===== src/rtl/dmux4way16_buffer_pkg.sv =====
// Shared definitions for the 4-way 16-bit demux buffer: data width,
// channel indices, select encoding, the per-slot state type and the
// round-robin pointer step.
package dmux4way16_buffer_pkg;

    localparam int WIDTH_DEF = 16;

    typedef logic [1:0] ch_idx_t;

    // Channel indices; these also serve as the sel / ptr encoding.
    localparam ch_idx_t CH_A = 2'd0;
    localparam ch_idx_t CH_B = 2'd1;
    localparam ch_idx_t CH_C = 2'd2;
    localparam ch_idx_t CH_D = 2'd3;

    localparam ch_idx_t SEL_A = 2'b00;
    localparam ch_idx_t SEL_B = 2'b01;
    localparam ch_idx_t SEL_C = 2'b10;
    localparam ch_idx_t SEL_D = 2'b11;

    localparam logic [3:0] ALL_FULL = 4'b1111;

    typedef enum logic {
        SLOT_EMPTY = 1'b0,
        SLOT_FULL  = 1'b1
    } slot_state_e;

    // Round-robin step; 2'b11 naturally wraps to 2'b00.
    function automatic ch_idx_t ptr_inc(input ch_idx_t p);
        return p + 2'd1;
    endfunction

endpackage


===== src/rtl/dmux4way16_buffer_slot.sv =====
// One output channel: a data register plus an EMPTY/FULL flag.
// A load always wins over an ack arriving in the same cycle.
module dmux4way16_buffer_slot
    import dmux4way16_buffer_pkg::*;
#(
    parameter int WIDTH = WIDTH_DEF
) (
    input  logic             clk,
    input  logic             rst_n,
    input  logic             load_i,
    input  logic             ack_i,
    input  logic [WIDTH-1:0] din_i,
    output logic [WIDTH-1:0] dout_o,
    output logic             valid_o
);

    slot_state_e      state_q;
    slot_state_e      state_d;
    logic [WIDTH-1:0] data_q;
    logic [WIDTH-1:0] data_d;

    // State and data registers; reset empties the slot and zeroes the data.
    always_ff @(posedge clk or negedge rst_n) begin
        if (!rst_n) begin
            state_q <= SLOT_EMPTY;
            data_q  <= {WIDTH{1'b0}};
        end else begin
            state_q <= state_d;
            data_q  <= data_d;
        end
    end

    // Next-state: fill on load, drain on ack only when no load is present.
    always_comb begin
        state_d = state_q;
        case (state_q)
            SLOT_EMPTY: begin
                if (load_i) begin
                    state_d = SLOT_FULL;
                end else begin
                    state_d = SLOT_EMPTY;
                end
            end
            SLOT_FULL: begin
                if (load_i) begin
                    state_d = SLOT_FULL;
                end else if (ack_i) begin
                    state_d = SLOT_EMPTY;
                end else begin
                    state_d = SLOT_FULL;
                end
            end
            default: state_d = SLOT_EMPTY;
        endcase
    end

    // Data next-value: only a load changes it; an ack leaves the last word visible.
    always_comb begin
        data_d = data_q;
        if (load_i) begin
            data_d = din_i;
        end else begin
            data_d = data_q;
        end
    end

    // Outputs come straight from registered state.
    always_comb begin
        valid_o = (state_q == SLOT_FULL);
        dout_o  = data_q;
    end

endmodule


===== src/rtl/dmux4way16_buffer.sv =====
// Receiving end of the 4-way 16-bit mux path: steers one word stream into
// four held channels a/b/c/d, chosen by sel or by a round-robin pointer,
// and backpressures the source while the target channel is still full.
module dmux4way16_buffer
    import dmux4way16_buffer_pkg::*;
#(
    parameter int WIDTH = WIDTH_DEF
) (
    input  logic             clk,
    input  logic             rst_n,
    input  logic [WIDTH-1:0] in,
    input  logic             in_valid,
    output logic             in_ready,
    input  logic [1:0]       sel,
    input  logic             auto_mode,
    input  logic [3:0]       ack,
    output logic [WIDTH-1:0] a,
    output logic [WIDTH-1:0] b,
    output logic [WIDTH-1:0] c,
    output logic [WIDTH-1:0] d,
    output logic [3:0]       out_valid,
    output logic [1:0]       ptr,
    output logic             frame_done
);

    ch_idx_t          tgt_s;
    logic             accept_s;
    logic [3:0]       load_s;
    logic [3:0]       valid_s;
    logic [3:0]       valid_nxt_s;
    logic [WIDTH-1:0] data_s [4];

    ch_idx_t          ptr_q;
    ch_idx_t          ptr_d;
    logic             frame_q;
    logic             frame_d;

    // Target selection, handshake and per-channel load strobes.
    always_comb begin
        tgt_s    = auto_mode ? ptr_q : sel;
        in_ready = ~valid_s[tgt_s] | ack[tgt_s];
        accept_s = in_valid & in_ready;
        load_s   = 4'b0000;
        if (accept_s) begin
            load_s[tgt_s] = 1'b1;
        end else begin
            load_s = 4'b0000;
        end
    end

    // Pointer advances only on accepts taken in auto mode.
    always_comb begin
        ptr_d = ptr_q;
        if (accept_s && auto_mode) begin
            ptr_d = ptr_inc(ptr_q);
        end else begin
            ptr_d = ptr_q;
        end
    end

    // Frame completion: this accept makes all four channels full where they were not before.
    always_comb begin
        valid_nxt_s = (valid_s & ~ack) | load_s;
        frame_d     = 1'b0;
        if (accept_s && (valid_nxt_s == ALL_FULL) && (valid_s != ALL_FULL)) begin
            frame_d = 1'b1;
        end else begin
            frame_d = 1'b0;
        end
    end

    // Pointer and frame pulse registers.
    always_ff @(posedge clk or negedge rst_n) begin
        if (!rst_n) begin
            ptr_q   <= CH_A;
            frame_q <= 1'b0;
        end else begin
            ptr_q   <= ptr_d;
            frame_q <= frame_d;
        end
    end

    for (genvar i = 0; i < 4; i++) begin : g_slot
        dmux4way16_buffer_slot #(
            .WIDTH (WIDTH)
        ) u_slot (
            .clk     (clk),
            .rst_n   (rst_n),
            .load_i  (load_s[i]),
            .ack_i   (ack[i]),
            .din_i   (in),
            .dout_o  (data_s[i]),
            .valid_o (valid_s[i])
        );
    end

    // Output mapping onto the named channel ports.
    always_comb begin
        a          = data_s[CH_A];
        b          = data_s[CH_B];
        c          = data_s[CH_C];
        d          = data_s[CH_D];
        out_valid  = valid_s;
        ptr        = ptr_q;
        frame_done = frame_q;
    end

endmodule

===== config.mk =====
export PLATFORM = sky130hd
export DESIGN_NAME = dmux4way16_buffer
export DESIGN_NICKNAME = d
export VERILOG_FILES = /design/src/rtl/dmux4way16_buffer_pkg.sv /design/src/rtl/dmux4way16_buffer_slot.sv /design/src/rtl/dmux4way16_buffer.sv
export SDC_FILE = /design/constraint.sdc
export NUM_CORES = 1
export LEC_CHECK = 0
export ABC_AREA = 1
export ABC_CLOCK_PERIOD_IN_PS = 5440
export CELL_PAD_IN_SITES_DETAIL_PLACEMENT = 2
export CELL_PAD_IN_SITES_GLOBAL_PLACEMENT = 2
export CORE_MARGIN = 4
export CORE_UTILIZATION = 28
export CTS_CLUSTER_SIZE = 25
export DETAILED_ROUTE_END_ITERATION = 6
export GPL_TIMING_DRIVEN = 0
export PLACE_DENSITY_LB_ADDON = 0.1
export SLEW_MARGIN = 20
export SYNTH_ARGS = -nofsm -noshare
export SYNTH_HDL_FRONTEND = slang
export SYNTH_HIERARCHICAL = 1
export SYNTH_SLANG_ARGS = --single-unit

===== constraint.sdc =====
create_clock -name clk -period 5.44 [get_ports clk]
set_input_delay 0.816 -clock clk [delete_from_list [all_inputs] [get_ports clk]]
set_output_delay 0.816 -clock clk [all_outputs]
set_load 0.01 [all_outputs]

==> results.tsv, run 1 <==
stage	metric	value	unit
run_status	status	complete, no violations	
grt	number of global-route vias before repair	3005	
synthesis	Post-Syn Nets	378	
pwr	Leak Pwr	0.00225	uW
grt	grt ovf	0	
floorplan	Die Wd	113	um
critical_path	r2r worst-path depth	13	
cells_and_area	nets@finish	487	
placement	dpl hpwl	7120	um
pwr	sequential cell fraction of total power	36.8	%
timing	final hold vios	0	
cells_and_area	antenna cells	0	
grt	Tot GR Track Use	16.1	%
timing	fin crit period	3530	ps
critical_path	Critical Path Max Stage Delay	530	ps
synthesis	Post-Synthesis Cell Area	0.00306	mm^2
critical_path	Setup crit end kind	output pin	
clock_network	post-CTS setup buffer count	0	
clock_network	CTS Buf Count	9	
clock_network	clk sink count	71	
pwr	worst vdd ir	0.198	mV
critical_path	CP Launch Type	input pin	
critical_path	Worst Path Max Fanout	6	
drt	Routed WL	9750	um
drt	initial detailed-routing violation count	62	
timing	Slew HR	67.3	%
synthesis	Seq/Total Area, Yosys	58.0	%
critical_path	FF-to-FF setup slack	3280	ps
cells_and_area	area grow syn2layout	45.5	%
pwr	Power, Total	2500	uW
critical_path	crit-path leading delay family	buffers and inverters	
clock_network	CTS tree	built	
critical_path	data required time at the worst endpoint	4620	ps
floorplan	die footprint	0.0127	mm^2
synthesis	top_reg_cell synth	dfrtp_1	
pwr	Cell Pwr Density	561	mW/mm^2
timing	highest clock rate	283	MHz
synthesis	post-synth cell types	17	
cells_and_area	most frequent cells in the layout	nand2_1, clkdlybuf4s50_1, dfrtp_1	
critical_path	CP most frequent cell	clkdlybuf4s50_1	
critical_path	Max stage delay cell, worst path	clkdlybuf4s50_1	
timing	setup repair after global routing missed its margin	false	
synthesis	Synth Warn #	6	
critical_path	Worst Path Class, Setup	input pin to output pin	
clock_network	root buffer cell	clkbuf_8	
synthesis	Synth Register Bits	71	
critical_path	R2R Path Start	ptr[1]	
floorplan	Die Height	113	um
timing	Final Max Slew Viols	0	
floorplan	Initial Util	29.1	%
grt	first-pass GRT wire length	16000	um
floorplan	num rows	37	
floorplan	Boundary Pins	98	
pwr	combinational share of power	42.7	%
clock_network	cts hold-fix bufs	0	
pwr	clock share of power	20.5	%
timing	hold_ws	426	ps
critical_path	Buffers & Inverters on Critical Path	3	
synthesis	Post-synth EDFFs	0	
critical_path	terminus of the critical flop-to-flop path	g_slot[2].u_slot/dout_o[8]	
cells_and_area	most common cell after layout, fill and taps aside	nand2_1	
drt	Via density	4.41	
clock_network	CTS H-tree lvls	3	
drt	WL/cell	16.2	um
clock_network	PostCTS Resize Cnt	0	
floorplan	Core Area	0.0105	mm^2
drt	number of nets with antenna violations after routing	0	
synthesis	Syn Inst Count	352	
critical_path	WP data arrival	2710	ps
timing	Final Cycle Share	64.9	%
timing	Worst Tran Pin Value	491	ps
clock_network	later-pin clock latency in the skew report	340	ps
pwr	Net Switching	851	uW
clock_network	clock-pin slew on the worst setup and hold paths	80	ps
critical_path	Cell Chain, Critical Path	clkdlybuf4s50_1 > o21ai_1 > inv_1 > nand2_1 > nand2_2 > nand2_4 > clkdlybuf4s50_1	
synthesis	Async S/R FF share, synth	100	%
placement	Placer Congestion	0.729	
placement	port bufs	97	
flow_run	# Max-Cap Violations	0	
pwr	sw frac	34.1	%
drt	router iterations before antenna repair	4	
clock_network	Clock Tree Buf Depth	2	
timing	# setup viols final	0	
drt	vias post-DR	2653	
drt	Residual DRC	0	
grt	initial antenna violation count	0	
pwr	Pint	1650	uW
synthesis	Avg Cell Area, Syn	8.70	um^2
worst_hold_path	HP Class	input pin to asynchronous set/reset pin	
timing	final setup TNS	0	ps
cells_and_area	fill count	1170	
cells_and_area	fraction of layout cells with a size suffix above 1	11.0	%
timing	clock skew	13.6	ps
grt	pin count of the biggest net entering global routing	39	
-- through the flow --
stage	setup slack [ps]	utilization [%]	area [um^2]	instances
detailed placement	1870	40.2	4220	586
global placement	837	40.0	4200	585
finish	1910	42.4	4460	601
CTS	1880	42.4	4460	601
floorplan	3140	-	3060	352
global route	1740	42.4	4460	601
-- cells by family after synthesis --
family	synth area share [%]
simple gates	31.7
flops	58.0
buf+inv	8.91
compound gates	0.776
xor+xnor	0.572
-- metal layers --
metal,up-vias,share of wire [%],track usage (%)
met3,7,5.7,5.61
met4,0,0.94,3.04
met2,60,50,27.3
met5,-,0,0
met1,1320,43,20.0
li1,1266,-,-
-- sequential cells by signal (all words and copies together) (netlist names) --
| name | cells |
|---|---|
| g_slot.u_slot/dout_o | 64 |
| g_slot.u_slot/valid_o | 4 |
| ptr | 2 |
| frame_done | 1 |
-- layout make-up --
class | count | area [um^2] | share of cell area (%)
Sequential cell | 71 | 1780 | 39.9
Clock buffer | 10 | 128 | 2.86
Buffer | 13 | 171 | 3.85
Clock inverter | 5 | 108 | 2.42
Timing Repair Buffer | 98 | 988 | 22.2
Tap cell | 136 | 170 | 3.82
Multi-Input combinational cell | 249 | 1010 | 22.7
Inverter | 19 | 101 | 2.27
-- power by group through the flow --
stage	sequential (uW)	combinational [uW]	clock, uW
4_1_cts	926	1100	532
3_5_place_dp	932	1090	0
5_1_grt	958	1170	556
2_1_floorplan	1020	334	0
6_report	919	1070	513
3_3_place_gp	921	1060	0
-- cell usage after synthesis (2+ instances only) --
cell,number,area share [%]
buf_6,5,1.8
buf_8,4,2.0
clkbuf_8,4,1.8
dfrtp_1,71,58
inv_1,14,1.7
inv_8,4,1.5
nand2_1,210,26
nand2_2,16,3.3
nand3_1,5,0.82
nor2_1,8,0.98
nor3_1,2,0.33
o21ai_1,3,0.49
xnor2_1,2,0.57
-- worst max path at each step --
stage | depth (start not counted) | startpoint | to
global route | 7 | auto_mode | in_ready
CTS | 7 | auto_mode | in_ready
finish | 7 | auto_mode | in_ready
floorplan | 7 | sel[1] | in_ready
detailed placement | 7 | auto_mode | in_ready
global placement | 1 | rst_n | g_slot[3].u_slot/dout_o[9]
-- worst register-to-register path, stage by stage, from the launching register on --
cell and delay (ps):
dfrtp_1 410, nand2_1 70, o21ai_1 250, inv_1 190, nand2_1 120, nand2_2 70, nand2_4 90, nand2_1 90
nor3_1 240, buf_6 210, inv_8 60, buf_8 140, nand2_1 60, nand2_1 40
Power figures use the tool's default switching activity.
==> run 2, diff against run 1 <==
--- a/config.mk
+++ b/config.mk
@@ -6,11 +6,11 @@
 export NUM_CORES = 1
 export LEC_CHECK = 0
 export ABC_AREA = 1
-export ABC_CLOCK_PERIOD_IN_PS = 5440
+export ABC_CLOCK_PERIOD_IN_PS = 3000
 export CELL_PAD_IN_SITES_DETAIL_PLACEMENT = 2
 export CELL_PAD_IN_SITES_GLOBAL_PLACEMENT = 2
 export CORE_MARGIN = 4
-export CORE_UTILIZATION = 28
+export CORE_UTILIZATION = 24
 export CTS_CLUSTER_SIZE = 25
 export DETAILED_ROUTE_END_ITERATION = 6
 export GPL_TIMING_DRIVEN = 0
==> constraint.sdc (replaced) <==
create_clock -name clk -period 3 [get_ports clk]
set_input_delay 0.45 -clock clk [delete_from_list [all_inputs] [get_ports clk]]
set_output_delay 0.45 -clock clk [all_outputs]
set_load 0.01 [all_outputs]
==> run 2 against run 1 <==
Sequential cell count stayed put; critical path depth stayed put; setup slack worse by 1700 ps; total power is 84% higher; via count is 1.6% lower; global-route usage is 1.2 points lower; clock power is 92% higher; die area is 15% higher; non-clock buffer count stayed put; clock skew is 12 ps lower; hold slack worse by 380 ps; register-to-register slack worse by 2400 ps; highest routed layer unchanged.
==> results.tsv, run 2 (same netlist as run 1, synthesis figures left out) <==
stage	metric	value	unit	change
timing	final setup TNS	0	ps	unchanged
pwr	Leak Pwr	0.00227	uW	+0.81%
timing	final hold vios	0		unchanged
drt	number of nets with antenna violations after routing	0		unchanged
drt	DRT met1 WL	4580	um	+8.6%
critical_path	WP data arrival	2360	ps	-350 ps
drt	Via density	4.13		-6.4%
grt	grt ovf	0		unchanged
cells_and_area	fill count	1419		+21%
cells_and_area	antenna cells	0		unchanged
grt	initial antenna violation count	0		unchanged
placement	dpl hpwl	7300	um	+2.6%
cells_and_area	most frequent cells in the layout	nand2_1, clkdlybuf4s50_1, dfrtp_1		
clock_network	CTS Buf Count	9		unchanged
cells_and_area	nets@finish	487		unchanged
clock_network	CTS tree	built		
drt	DR WL met2	4660	um	-4.5%
clock_network	PostCTS Resize Cnt	0		unchanged
critical_path	Setup crit end kind	output pin		
critical_path	Worst Path Max Fanout	6		unchanged
drt	initial detailed-routing violation count	87		+40%
timing	Worst Tran Pin Value	434	ps	-56.9 ps
floorplan	Initial Util	25.0	%	-4.2 points
floorplan	Die Height	121	um	+7.4%
timing	fin crit period	2810	ps	
grt	pin count of the biggest net entering global routing	46		+18%
cells_and_area	area grow syn2layout	48.1	%	
pwr	Cell Pwr Density	1010	mW/mm^2	+81%
grt	first-pass GRT wire length	16400	um	+2.3%
pwr	clock share of power	21.4	%	+0.9 points
drt	uppermost routed layer	met4		
drt	vias post-DR	2611		-1.6%
pwr	Pint	3030	uW	+84%
floorplan	num rows	40		+8.1%
timing	clock skew	1.63	ps	-12.0 ps
cells_and_area	most common cell after layout, fill and taps aside	nand2_1		
clock_network	cts hold-fix bufs	0		unchanged
timing	Slew HR	70.9	%	+3.6 points
grt	number of global-route vias before repair	2945		-2.0%
critical_path	Worst Path Class, Setup	input pin to output pin		
clock_network	Clock Tree Buf Depth	2		unchanged
floorplan	Die Wd	121	um	+7.4%
critical_path	data required time at the worst endpoint	2550	ps	-2070 ps
worst_hold_path	HP Class	input pin to asynchronous set/reset pin		
placement	port bufs	97		unchanged
pwr	sw frac	33.9	%	-0.13 points
grt	Tot GR Track Use	14.9	%	-1.2 points
drt	Residual DRC	0		unchanged
pwr	combinational share of power	42.2	%	-0.5 points
clock_network	clock-pin slew on the worst setup and hold paths	50	ps	-30 ps
floorplan	Boundary Pins	98		unchanged
timing	highest clock rate	356	MHz	
drt	router iterations before antenna repair	3		-1
placement	Placer Congestion	0.750		+2.9%
pwr	Power, Total	4590	uW	+84%
floorplan	die footprint	0.0146	mm^2	+15%
clock_network	CTS H-tree lvls	3		unchanged
pwr	worst vdd ir	0.408	mV	+110%
floorplan	Core Area	0.0123	mm^2	+17%
timing	setup repair after global routing missed its margin	false		
clock_network	clk sink count	71		unchanged
flow_run	# Max-Cap Violations	0		unchanged
pwr	Net Switching	1560	uW	+83%
drt	Routed WL	10100	um	+3.2%
drt	WL/cell	15.9	um	-1.8%
run_status	status	complete, no violations		
cells_and_area	fraction of layout cells with a size suffix above 1	10.6	%	-0.41 points
pwr	sequential cell fraction of total power	36.4	%	-0.4 points
timing	Final Cycle Share	93.7	%	
drt	routed wl met3	637	um	+14%
timing	# setup viols final	0		unchanged
clock_network	root buffer cell	clkbuf_16		
clock_network	post-CTS setup buffer count	0		unchanged
cells_and_area	max reg flops	64		unchanged
clock_network	later-pin clock latency in the skew report	330	ps	about the same
critical_path	CP Launch Type	input pin		
timing	Final Max Slew Viols	0		unchanged
==> run 2: cell count changes in the layout (fill, tap and decap cells not counted), sizes merged <==
cell and change:
bufinv -3, clkbuf +3, clkinv -1
==> run 2: final timing paths <==
path / start / end / slack, ps / depth (start not counted)
worst max-delay path: auto_mode / in_ready / 190 / 7
min in group clk: g_slot[0].u_slot/dout_o[13] / g_slot[0].u_slot/dout_o[13] / 470 / 2
worst max register to register: ptr[1] / g_slot[2].u_slot/dout_o[3] / 890 / 13
worst min-delay path: rst_n / g_slot[0].u_slot/dout_o[0] / 50 / 1
worst min register to register: g_slot[0].u_slot/dout_o[13] / g_slot[0].u_slot/dout_o[13] / 470 / 2
max in group asynchronous: rst_n / g_slot[1].u_slot/dout_o[10] / 2380 / 2
==> run 2: per-layer routing <==
layer  vias up  GRT usage (%)
li1       1272              -
met1      1269           18.9
met2        57           22.9
met3        13           5.27
met4         0           6.16
met5         -              0
==> run 2: critical path: stages <==
cell	delay (ps)
clkdlybuf4s50_1	490
o21ai_1	410
inv_1	190
nand2_1	120
nand2_2	70
nand2_4	90
clkdlybuf4s50_1	540
==> run 2: area by class of cell <==
type,count,area (um^2),share of cell area [%]
Inverter,19,101,2.24
Buffer,13,171,3.78
Clock buffer,13,260,5.74
Timing Repair Buffer,98,996,22.0
Sequential cell,71,1780,39.2
Tap cell,168,210,4.64
Multi-Input combinational cell,249,1010,22.3
Clock inverter,1,5.00,0.110
==> run 2: power groups by stage <==
stage                     Sequential, uW  Combinational [uW]  Clock (uW)
final                               1670                1940         984
after CTS                           1690                2000        1030
after floorplan                     1850                 606           0
after global routing                1740                2140        1060
after global placement              1670                1950           0
after detailed placement            1690                1990           0
==> run 2: stage by stage <==
step / util, % / setup slack [ps] / instance area [um^2] / cells / hold slack [ps]
after floorplan: - / 1100 / 3060 / 352 / 154
after global placement: 34.6 / -1300 / 4240 / 617 / 454
after detailed placement: 34.8 / 162 / 4270 / 618 / 410
after CTS: 37.0 / 157 / 4530 / 632 / 42.6
after global routing: 37.0 / 11.8 / 4530 / 632 / 70.3
final: 37.0 / 188 / 4530 / 632 / 49.8
